**config.mk**
```make
export PLATFORM = sky130hd
export DESIGN_NAME = add1_carry_normalizer
export DESIGN_NICKNAME = d
export VERILOG_FILES = /design/src/rtl/add1_norm_pkg.sv /design/src/rtl/add3_column_sum.sv /design/src/rtl/add1_carry_normalizer.sv
export SDC_FILE = /design/constraint.sdc
export NUM_CORES = 1
export LEC_CHECK = 0
export BUFFER_PORTS_ARGS = -buffer_cell sky130_fd_sc_hd__buf_2
export CELL_PAD_IN_SITES_DETAIL_PLACEMENT = 1
export CELL_PAD_IN_SITES_GLOBAL_PLACEMENT = 1
export CORE_MARGIN = 2
export CORE_UTILIZATION = 42
export CTS_CLUSTER_SIZE = 30
export DETAILED_ROUTE_END_ITERATION = 7
export PLACE_DENSITY = 0.8
export SETUP_SLACK_MARGIN = 0.15
export SYNTH_ARGS = -nofsm -noshare
export SYNTH_HDL_FRONTEND = slang
export SYNTH_HIERARCHICAL = 1
export SYNTH_SLANG_ARGS = --single-unit
export TNS_END_PERCENT = 50
```
**constraint.sdc**
```tcl
create_clock -name clk -period 5.7 [get_ports clk]
set_clock_uncertainty 0.15 [all_clocks]
set_input_delay 0.855 -clock clk [delete_from_list [all_inputs] [get_ports clk]]
set_output_delay 0.855 -clock clk [all_outputs]
set_load 0.03 [all_outputs]
```
**src/rtl/add1_norm_pkg.sv**
```systemverilog
// -----------------------------------------------------------------------------
// add1_norm_pkg
// Shared widths and state encoding for the radix-78 carry normalizer.
//   RADIX   : digit width in bits
//   SUM_W   : width of each partial-sum input (two digits)
//   CARRY_W : running-carry width; 3*(2^SUM_W-1) + (2^CARRY_W-1) fits in
//             SUM_W+2 bits, so the column sum never overflows
//   IDX_W   : width of the output digit index (wraps, no saturation)
// -----------------------------------------------------------------------------
package add1_norm_pkg;

  localparam int RADIX   = 78;
  localparam int SUM_W   = 2 * RADIX;
  localparam int CARRY_W = SUM_W + 2 - RADIX;
  localparam int IDX_W   = 8;

  // RUN accepts columns; FLUSH0/FLUSH1 emit the low and high halves of the
  // final carry as the two trailing digits of an operand.
  typedef enum logic [1:0] {
    RUN    = 2'd0,
    FLUSH0 = 2'd1,
    FLUSH1 = 2'd2
  } norm_state_e;

endpackage

```
**src/rtl/add3_column_sum.sv**
```systemverilog
// -----------------------------------------------------------------------------
// add3_column_sum
// Combinational column adder: three SUM_W-bit partial sums plus the optional
// running carry, evaluated at SUM_W+2 bits, then split into the normalized
// digit (low RADIX bits) and the outgoing carry (remaining CARRY_W bits).
// Ports:
//   i_res_0..2  : partial sums of the current column
//   i_use_carry : 0 on the first column of an operand (carry ignored)
//   i_carry     : running carry from the previous column
//   o_digit     : S[RADIX-1:0]
//   o_carry     : S >> RADIX
// -----------------------------------------------------------------------------
module add3_column_sum
  import add1_norm_pkg::*;
(
  input  logic [SUM_W-1:0]   i_res_0,
  input  logic [SUM_W-1:0]   i_res_1,
  input  logic [SUM_W-1:0]   i_res_2,
  input  logic               i_use_carry,
  input  logic [CARRY_W-1:0] i_carry,
  output logic [RADIX-1:0]   o_digit,
  output logic [CARRY_W-1:0] o_carry
);

  logic [SUM_W+1:0] w_carry_ext;
  logic [SUM_W+1:0] w_sum;

  assign w_carry_ext = i_use_carry ? {{(SUM_W+2-CARRY_W){1'b0}}, i_carry} : '0;

  assign w_sum = {2'b00, i_res_0} + {2'b00, i_res_1} + {2'b00, i_res_2} + w_carry_ext;

  assign o_digit = w_sum[RADIX-1:0];
  assign o_carry = w_sum[SUM_W+1:RADIX];

endmodule

```
**src/rtl/add1_carry_normalizer.sv**
```systemverilog
// -----------------------------------------------------------------------------
// add1_carry_normalizer
// Column-serial carry normalizer behind the radix-78 partial-product adder.
// Each accepted column yields one RADIX-bit digit one cycle later; after the
// column flagged last, the final carry is flushed as two extra digits, the
// second of which carries out_last. N columns -> N+2 digits, indices 0..N+1.
// Ports:
//   clk, rst_n            : clock, asynchronous active-low reset
//   in_valid / in_ready   : column handshake (in_ready is combinational
//                           from out_ready; there is no skid buffer)
//   in_first / in_last    : operand framing
//   res_0..res_2          : SUM_W-bit partial sums of the column
//   out_valid / out_ready : digit handshake
//   out_digit, out_idx    : normalized digit and its position in the operand
//   out_last              : final (second flush) digit of the operand
// -----------------------------------------------------------------------------
module add1_carry_normalizer
  import add1_norm_pkg::*;
(
  input  logic             clk,
  input  logic             rst_n,
  input  logic             in_valid,
  output logic             in_ready,
  input  logic             in_first,
  input  logic             in_last,
  input  logic [SUM_W-1:0] res_0,
  input  logic [SUM_W-1:0] res_1,
  input  logic [SUM_W-1:0] res_2,
  output logic             out_valid,
  input  logic             out_ready,
  output logic [RADIX-1:0] out_digit,
  output logic [IDX_W-1:0] out_idx,
  output logic             out_last
);

  norm_state_e        r_state,     w_state_next;
  logic [CARRY_W-1:0] r_carry,     w_carry_next;
  logic [IDX_W-1:0]   r_idx,       w_idx_next;
  logic               r_out_valid, w_out_valid_next;
  logic [RADIX-1:0]   r_out_digit, w_out_digit_next;
  logic [IDX_W-1:0]   r_out_idx,   w_out_idx_next;
  logic               r_out_last,  w_out_last_next;

  logic               w_slot_free;
  logic               w_in_xfer;
  logic [RADIX-1:0]   w_col_digit;
  logic [CARRY_W-1:0] w_col_carry;
  logic [IDX_W-1:0]   w_col_idx;

  add3_column_sum u_column_sum (
    .i_res_0     (res_0),
    .i_res_1     (res_1),
    .i_res_2     (res_2),
    .i_use_carry (!in_first),
    .i_carry     (r_carry),
    .o_digit     (w_col_digit),
    .o_carry     (w_col_carry)
  );

  // The output register can take a new digit when empty or being drained now.
  assign w_slot_free = !r_out_valid || out_ready;
  assign in_ready    = (r_state == RUN) && w_slot_free;
  assign w_in_xfer   = in_valid && in_ready;

  // A first column restarts numbering regardless of what idx held.
  assign w_col_idx = in_first ? '0 : r_idx;

  always_comb begin
    w_state_next     = r_state;
    w_carry_next     = r_carry;
    w_idx_next       = r_idx;
    w_out_digit_next = r_out_digit;
    w_out_idx_next   = r_out_idx;
    w_out_last_next  = r_out_last;
    // Drained digit clears valid; any load below re-asserts it in the same
    // cycle, giving one digit per cycle when the consumer keeps up.
    w_out_valid_next = r_out_valid && !out_ready;

    unique case (r_state)
      RUN: begin
        if (w_in_xfer) begin
          w_out_digit_next = w_col_digit;
          w_carry_next     = w_col_carry;
          w_out_valid_next = 1'b1;
          w_out_last_next  = 1'b0;
          w_out_idx_next   = w_col_idx;
          w_idx_next       = w_col_idx + IDX_W'(1);
          if (in_last) begin
            w_state_next = FLUSH0;
          end
        end
      end
      FLUSH0: begin
        if (w_slot_free) begin
          w_out_digit_next = r_carry[RADIX-1:0];
          w_out_valid_next = 1'b1;
          w_out_last_next  = 1'b0;
          w_out_idx_next   = r_idx;
          w_idx_next       = r_idx + IDX_W'(1);
          w_state_next     = FLUSH1;
        end
      end
      FLUSH1: begin
        if (w_slot_free) begin
          // Upper carry bits are few; zero-extend them to a full digit.
          w_out_digit_next = {{(2*RADIX-CARRY_W){1'b0}}, r_carry[CARRY_W-1:RADIX]};
          w_out_valid_next = 1'b1;
          w_out_last_next  = 1'b1;
          w_out_idx_next   = r_idx;
          w_carry_next     = '0;
          w_idx_next       = '0;
          w_state_next     = RUN;
        end
      end
      default: begin
        w_state_next = RUN;
      end
    endcase
  end

  always_ff @(posedge clk or negedge rst_n) begin
    if (!rst_n) begin
      r_state     <= RUN;
      r_carry     <= '0;
      r_idx       <= '0;
      r_out_valid <= 1'b0;
      r_out_digit <= '0;
      r_out_idx   <= '0;
      r_out_last  <= 1'b0;
    end else begin
      r_state     <= w_state_next;
      r_carry     <= w_carry_next;
      r_idx       <= w_idx_next;
      r_out_valid <= w_out_valid_next;
      r_out_digit <= w_out_digit_next;
      r_out_idx   <= w_out_idx_next;
      r_out_last  <= w_out_last_next;
    end
  end

  assign out_valid = r_out_valid;
  assign out_digit = r_out_digit;
  assign out_idx   = r_out_idx;
  assign out_last  = r_out_last;

endmodule
```
==> out/qor.csv, run 1 <==
metric,value,unit
synth_warnings,6,
status,"complete, no violations",
dieWidth,257,um
via_count,27347,
power.density,502,nW/um2
rsz0062_at_grt,no,
period_share,94.3,%
clkSinkCount,178,
fmax,186,MHz
wire_per_inst,22.6,um
arrival,5.59,ns
drv_cap,0,
netlist_area,26900,um2
syn_to_final_growth,20.3,%
drtIter0Drc,1725,
layout.nets,4928,
crit_type,in -> reg,
hold_violations,0,
synth_cell_types,89,
rows,92,
r2r_slack,0.78,ns
slew_headroom,25.8,%
cp.required,5.92,ns
setup_violations,0,
ys.flop_type,dfrtp_1,
h-tree-depth,4,
antenna_left,0,
dp_hpwl,94.0,mm
r2r-start,r_carry[79],
dieArea,66000,um2
grt_pass1_vias,29187,
synth_nets,4302,
top_layer_used,met4,
synthArstFlopShare,100,%
worst_slack,0.322,ns
initial_core_util,42.5,%
wl_met3,5.55,mm
met2_length,53.8,mm
ios,563,
drt-vias-per-instance,5.65,
track_usage,32.9,%
first_pass_iters,5,
grt_max_degree,122,
synth_edf_count,0,
post_cts_buffers,0,
grt.overflow.total,0,
drc,0,
endpoint_kind,flip-flop,
tightestPinTransition,1.11,ns
fin_hold_ws,0.184,ns
root_buffer,clkbuf_16,
hold_path_class,in -> async,
core_region_area,63200,um2
tritoncts,yes,
wl_met1,46.9,mm
synthCells,3353,
clk_latency,0.48,ns
vdd_ir_drop_max,0.000272,V
clk_path_buf_depth,2,
n_fill_cell,7936,
startpoint_type,primary input,
syn_avg_cell_area,8.02,um2
rr_worst_depth,17,
yosysSeqAreaShare,16.6,%
grt_pass1_wl,168,mm
routabilityCongestion,0.959,
io_buffers,562,
period_minus_slack,5.38,ns
antenna_found_initial,1,
worst_r2r_endpoint,r_carry[62],
pre_cts_slack,-0.447,ns
hold_buffers,0,
wirelength,109,mm
finalMaxSlewViolations,0,
cts_buffers,17,
leakage,16.8,nW
die_h,257,um
path_clk_slew,0.08,ns
worstPathMaxFanout,4,
synth-seq-cells,178,
drive_gt1_share,23.3,%
## how the worst max path moves through the flow
| stage | from | to | slack [ns] | depth (start not counted) |
|---|---|---|---|---|
| final | res_0[1] | r_carry[61] | 0.32 | 20 |
| after global placement | res_0[1] | r_carry[77] | -0.40 | 20 |
| after detailed placement | res_0[1] | r_carry[77] | -0.45 | 20 |
| after CTS | res_0[1] | r_carry[77] | 0.15 | 20 |
| after global routing | res_0[37] | r_carry[64] | 0.15 | 21 |
| after floorplan | res_0[1] | r_carry[79] | 0.59 | 18 |
## power breakdown
group / internal, mW / switching, mW
clock network: 0.696 / 0.614
registers: 1.81 / 0.639
logic: 4.91 / 7.55
## metal layers
metal	track usage [%]	vias to the layer above
met5	0	-
met4	9.71	0
met3	3.34	169
met2	57.2	947
met1	43.1	13741
li1	-	12490
## logic make-up (layout without fill, tap and decap cells)
family                   after synthesis  after routing  synth area share, %
adder cells (fa/ha/maj)              475            475                 28.7
XOR/XNOR                             153            153                 4.99
flip-flops                           178            178                 16.6
multiplexers                          80             80                 3.48
buffers and inverters                771           1408                 11.1
AND/OR/NAND/NOR                      818            818                 14.2
other                                  0              1                    0
AO/OA/AOI/OAI                        878            878                 21.0
## critical path, cell delays in order
cell and delay (ns):
buf_2 0.08, inv_1 0.05, fa_1 0.56, inv_1 0.07
fa_1 0.49, ha_1 0.25, fa_1 0.41, a21o_1 0.21
a221o_1 0.35, a32oi_1 0.26, nand3_2 0.18, a31oi_4 0.34
a2111oi_1 0.14, buf_4 0.19, nor3_2 0.28, o21ai_1 0.20
a21boi_1 0.22, buf_4 0.14, xnor2_1 0.08, a22o_1 0.24
## registers in the layout, summed over array words and instances, names as in the netlist
signal	flops
out_idx	8
out_digit	78
r_state	2
r_idx	8
out_valid	1
out_last	1
r_carry	80
## layout make-up
| cell class | instances | area, um2 | share of cell area (%) |
|---|---|---|---|
| multi-input cells | 2404 | 19500 | 60.3 |
| flip-flops and latches | 178 | 4450 | 13.8 |
| repair buffers | 771 | 4440 | 13.7 |
| inverters | 607 | 2280 | 7.05 |
| well taps | 846 | 1060 | 3.27 |
| clock buffers | 17 | 425 | 1.32 |
| clock inverters | 13 | 176 | 0.546 |
| diodes | 1 | 2.50 | 0.00774 |
## placed cells by master (no fill, tap or decap), drive strengths merged, types with 30 or more instances in the layout
cell type  synthesis  final
a22o              81     81
buf               57    771
ha               239    239
nor3              47     47
a21oi            265    265
fa               236    236
o21bai            55     55
xor2              64     64
inv              607    613
nor2             158    158
dfrtp            178    178
o21ai            240    240
a21o              49     49
nand3             43     43
nand2            353    353
o31ai             30     30
xnor2             89     89
nand4            106    106
mux2              80     80
## timing repair
action / 4_1_cts / 5_1_grt
endpoints found under the hold margin: 0 / 0
endpoints found under the setup margin: 2 / 13
pin swaps: 0 / 1
resized for setup: 1 / 7
## synthesized netlist by cell type, types with 4 or more instances
library cell	instances	area, um2
a21boi_0	8	60.1
nor4_1	9	56.3
clkbuf_1	103	387
a31oi_1	19	119
a21boi_1	9	67.6
nand3_1	43	215
ha_1	239	2990
nor2_1	158	593
o211ai_1	11	82.6
o21ai_1	26	130
o21ai_0	212	1060
a221oi_1	9	78.8
clkbuf_2	4	20.0
or3_1	15	93.8
and2_1	20	125
a22oi_1	7	52.6
nor3_1	47	235
mux2_4	9	135
o31ai_1	27	203
o21ba_2	4	40.0
mux2_2	71	800
dfrtp_1	178	4450
buf_2	52	260
a221o_1	5	50.1
o21bai_1	54	405
xnor2_1	89	780
and4_1	15	131
a22o_1	81	709
fa_1	236	4720
inv_1	607	2280
a211oi_1	10	75.1
and3_1	7	43.8
o21a_1	23	173
nand4_1	105	657
a21o_1	49	368
nand2_1	352	1320
xor2_1	64	561
a21oi_1	262	1310
nor2b_1	10	62.6
nand2b_1	17	106
## per-stage QoR
stage	power (mW)	std cells	utilization [%]	TNS, ns	cell area [um2]
6_report	16.2	4837	51.2	0	32300
5_1_grt	17.4	4837	51.2	0	32300
4_1_cts	16.0	4836	51.1	0	32300
3_5_place_dp	14.6	4806	50.1	-2.95	31700
3_3_place_gp	14.3	4806	50.1	-2.23	31700
2_1_floorplan	10.1	3353	-	0	26900
No activity file was read; power rests on OpenSTA's default activity.
==> run 2: changes to the inputs <==
- BUFFER_PORTS_ARGS: -buffer_cell sky130_fd_sc_hd__buf_2 -> not set
- CORE_UTILIZATION: 42 -> 49
- DONT_BUFFER_PORTS: not set -> 1
==> run 2 against run 1 <==
Effect of this change: final area fell by 6.2%; clock power rose by 4%; total power is 9.5% higher; sequential power up 18%; critical path type unchanged; sequential share of layout area rose by 0.91 points; count of clock-buffer cells in the layout did not move; critical path depth shrank 2.
==> out/qor.csv, run 2 (same netlist as run 1, synthesis figures left out) <==
metric,value,unit
tritoncts,yes,
clkSinkCount,178,
status,"complete, no violations",
h-tree-depth,4,
antenna_left,0,
wire_per_inst,29.7,um
worstPathMaxFanout,5,
layout.nets,4480,
grt_max_degree,179,
die_h,238,um
vdd_ir_drop_max,0.000318,V
cts_buffers,17,
met3_usage,10.5,%
ios,563,
drive_gt1_share,14.2,%
syn_to_final_growth,12.8,%
clk_latency,0.51,ns
cpPeakStageDelay,0.62,ns
utilization,56.1,%
rsz0062_at_grt,yes,
grt.overflow.total,0,
final_common_cell,inv_1,
initial_core_util,49.8,%
via_count,27764,
routabilityCongestion,0.997,
period_share,99.4,%
period_minus_slack,5.66,ns
rows,85,
finalPower,17.8,mW
tightestPinTransition,1.34,ns
grt_pass1_wl,186,mm
regMostFlops,r_carry,
grt-busiest-layer,met2,
hold_path_class,in -> async,
core_region_area,54000,um2
power.density,586,nW/um2
grt.met2_usage,73.3,%
hold_violations,0,
dieArea,56700,um2
dp_hpwl,101,mm
io_buffers,0,
slowest_stage,fa_1,
startpoint_type,primary input,
first_pass_iters,8,
clk_path_buf_depth,2,
track_usage,43.8,%
path_clk_slew,0.09,ns
met1_usage,53.0,%
setup_violations,0,
slew_headroom,10.3,%
endpoint_kind,flip-flop,
cp.required,5.99,ns
drc,0,
fmax,177,MHz
finalMaxSlewViolations,0,
path_cells,inv_1 > fa_1 > fa_1 > inv_1 > ha_1 > buf_4 > a21oi_1 > o21ai_0 > a2bb2oi_1 > nand3_1 > a211oi_2 > o21ai_1 > a21oi_2 > o31ai_2 > a21boi_1 > o41ai_2 > xor2_2 > a22o_1,
wirelength,126,mm
leakage,15.2,nW
antenna_found_initial,6,
largest_reg_flops,80,
grt_pass1_vias,30238,
dieWidth,238,um
drv_cap,0,
crit_type,in -> reg,
drt-vias-per-instance,6.54,
root_buffer,clkbuf_16,
arrival,5.95,ns
final_cell_mix,"inv_1 (606), nand2_1 (351), buf_4 (320)",
drtIter0Drc,2551,
run 2: cell types whose count changed in the layout (fill, tap and decap cells not counted), moves of 3 or more:
cell / before / now
buf_2: 561 / 0
buf_4: 205 / 320
clkinv_8: 0 / 5
inv_12: 0 / 4
o31ai_2: 3 / 7
bufinv_16: 3 / 0
nor2_1: 157 / 154
o31ai_1: 26 / 23
xor2_1: 64 / 61
xor2_2: 0 / 3
run 2: per-layer routing:
layer  up-vias  wire length (um)
li1      11616                 -
met5         -                39
met2      1809             59500
met4         6              7120
met1     13829             47800
met3       504             11700
run 2: timing repair:
action	CTS	global route
buffers inserted	2	0
setup endpoints to repair	13	25
endpoints found under the hold margin	178	0
pin swaps	1	0
hold buffers	1	0
resized for setup	7	24
run 2: cell type report:
type | count | area [um2]
Antenna cell | 3 | 7.51
Multi-Input combinational cell | 2404 | 19600
Sequential cell | 178 | 4450
Timing Repair Buffer | 323 | 2470
Clock inverter | 15 | 215
Fill cell | 6485 | 23700
Tap cell | 696 | 871
Clock buffer | 17 | 425
Inverter | 607 | 2280
run 2: stage by stage:
step | hold WS, ns | TNS, ns | cells | worst slack, ns | area (um2)
detailed placement | 0.375 | -12.06 | 4205 | -0.635 | 29500
floorplan | 0.338 | 0 | 3353 | 0.590 | 26900
global placement | 0.361 | -7.34 | 4205 | -0.559 | 29500
global route | 0.226 | -0.0658 | 4240 | -0.0386 | 30300
CTS | 0.324 | 0 | 4240 | 0.0797 | 30200
finish | 0.166 | 0 | 4243 | 0.0352 | 30300
run 2: critical path: cells and delay by family:
family	cells	cell delay, ns
buffers and inverters	3	0.32
adder cells (fa/ha/maj)	3	1.62
AND/OR/NAND/NOR	1	0.24
XOR/XNOR	1	0.32
AO/OA/AOI/OAI	10	2.61
run 2: power by group:
group / internal (mW) / total (mW) / switching (mW)
logic: 5.16 / 13.5 / 8.34
registers: 1.81 / 2.90 / 1.10
clock network: 0.617 / 1.36 / 0.746
total: 7.59 / 17.8 / 10.2
run 2: final timing paths:
| check | end | start | slack (ns) | depth (start not counted) |
|---|---|---|---|---|
| min | out_digit[39] | rst_n | 0.17 | 1 |
| max reg2reg | r_carry[62] | r_carry[79] | 0.42 | 20 |
| max | r_carry[65] | res_0[14] | 0.04 | 18 |
| min reg2reg | r_carry[75] | r_carry[75] | 0.40 | 1 |
| min in group clk | r_carry[75] | r_carry[75] | 0.40 | 1 |
| max in group asynchronous | r_carry[53] | rst_n | 4.27 | 1 |
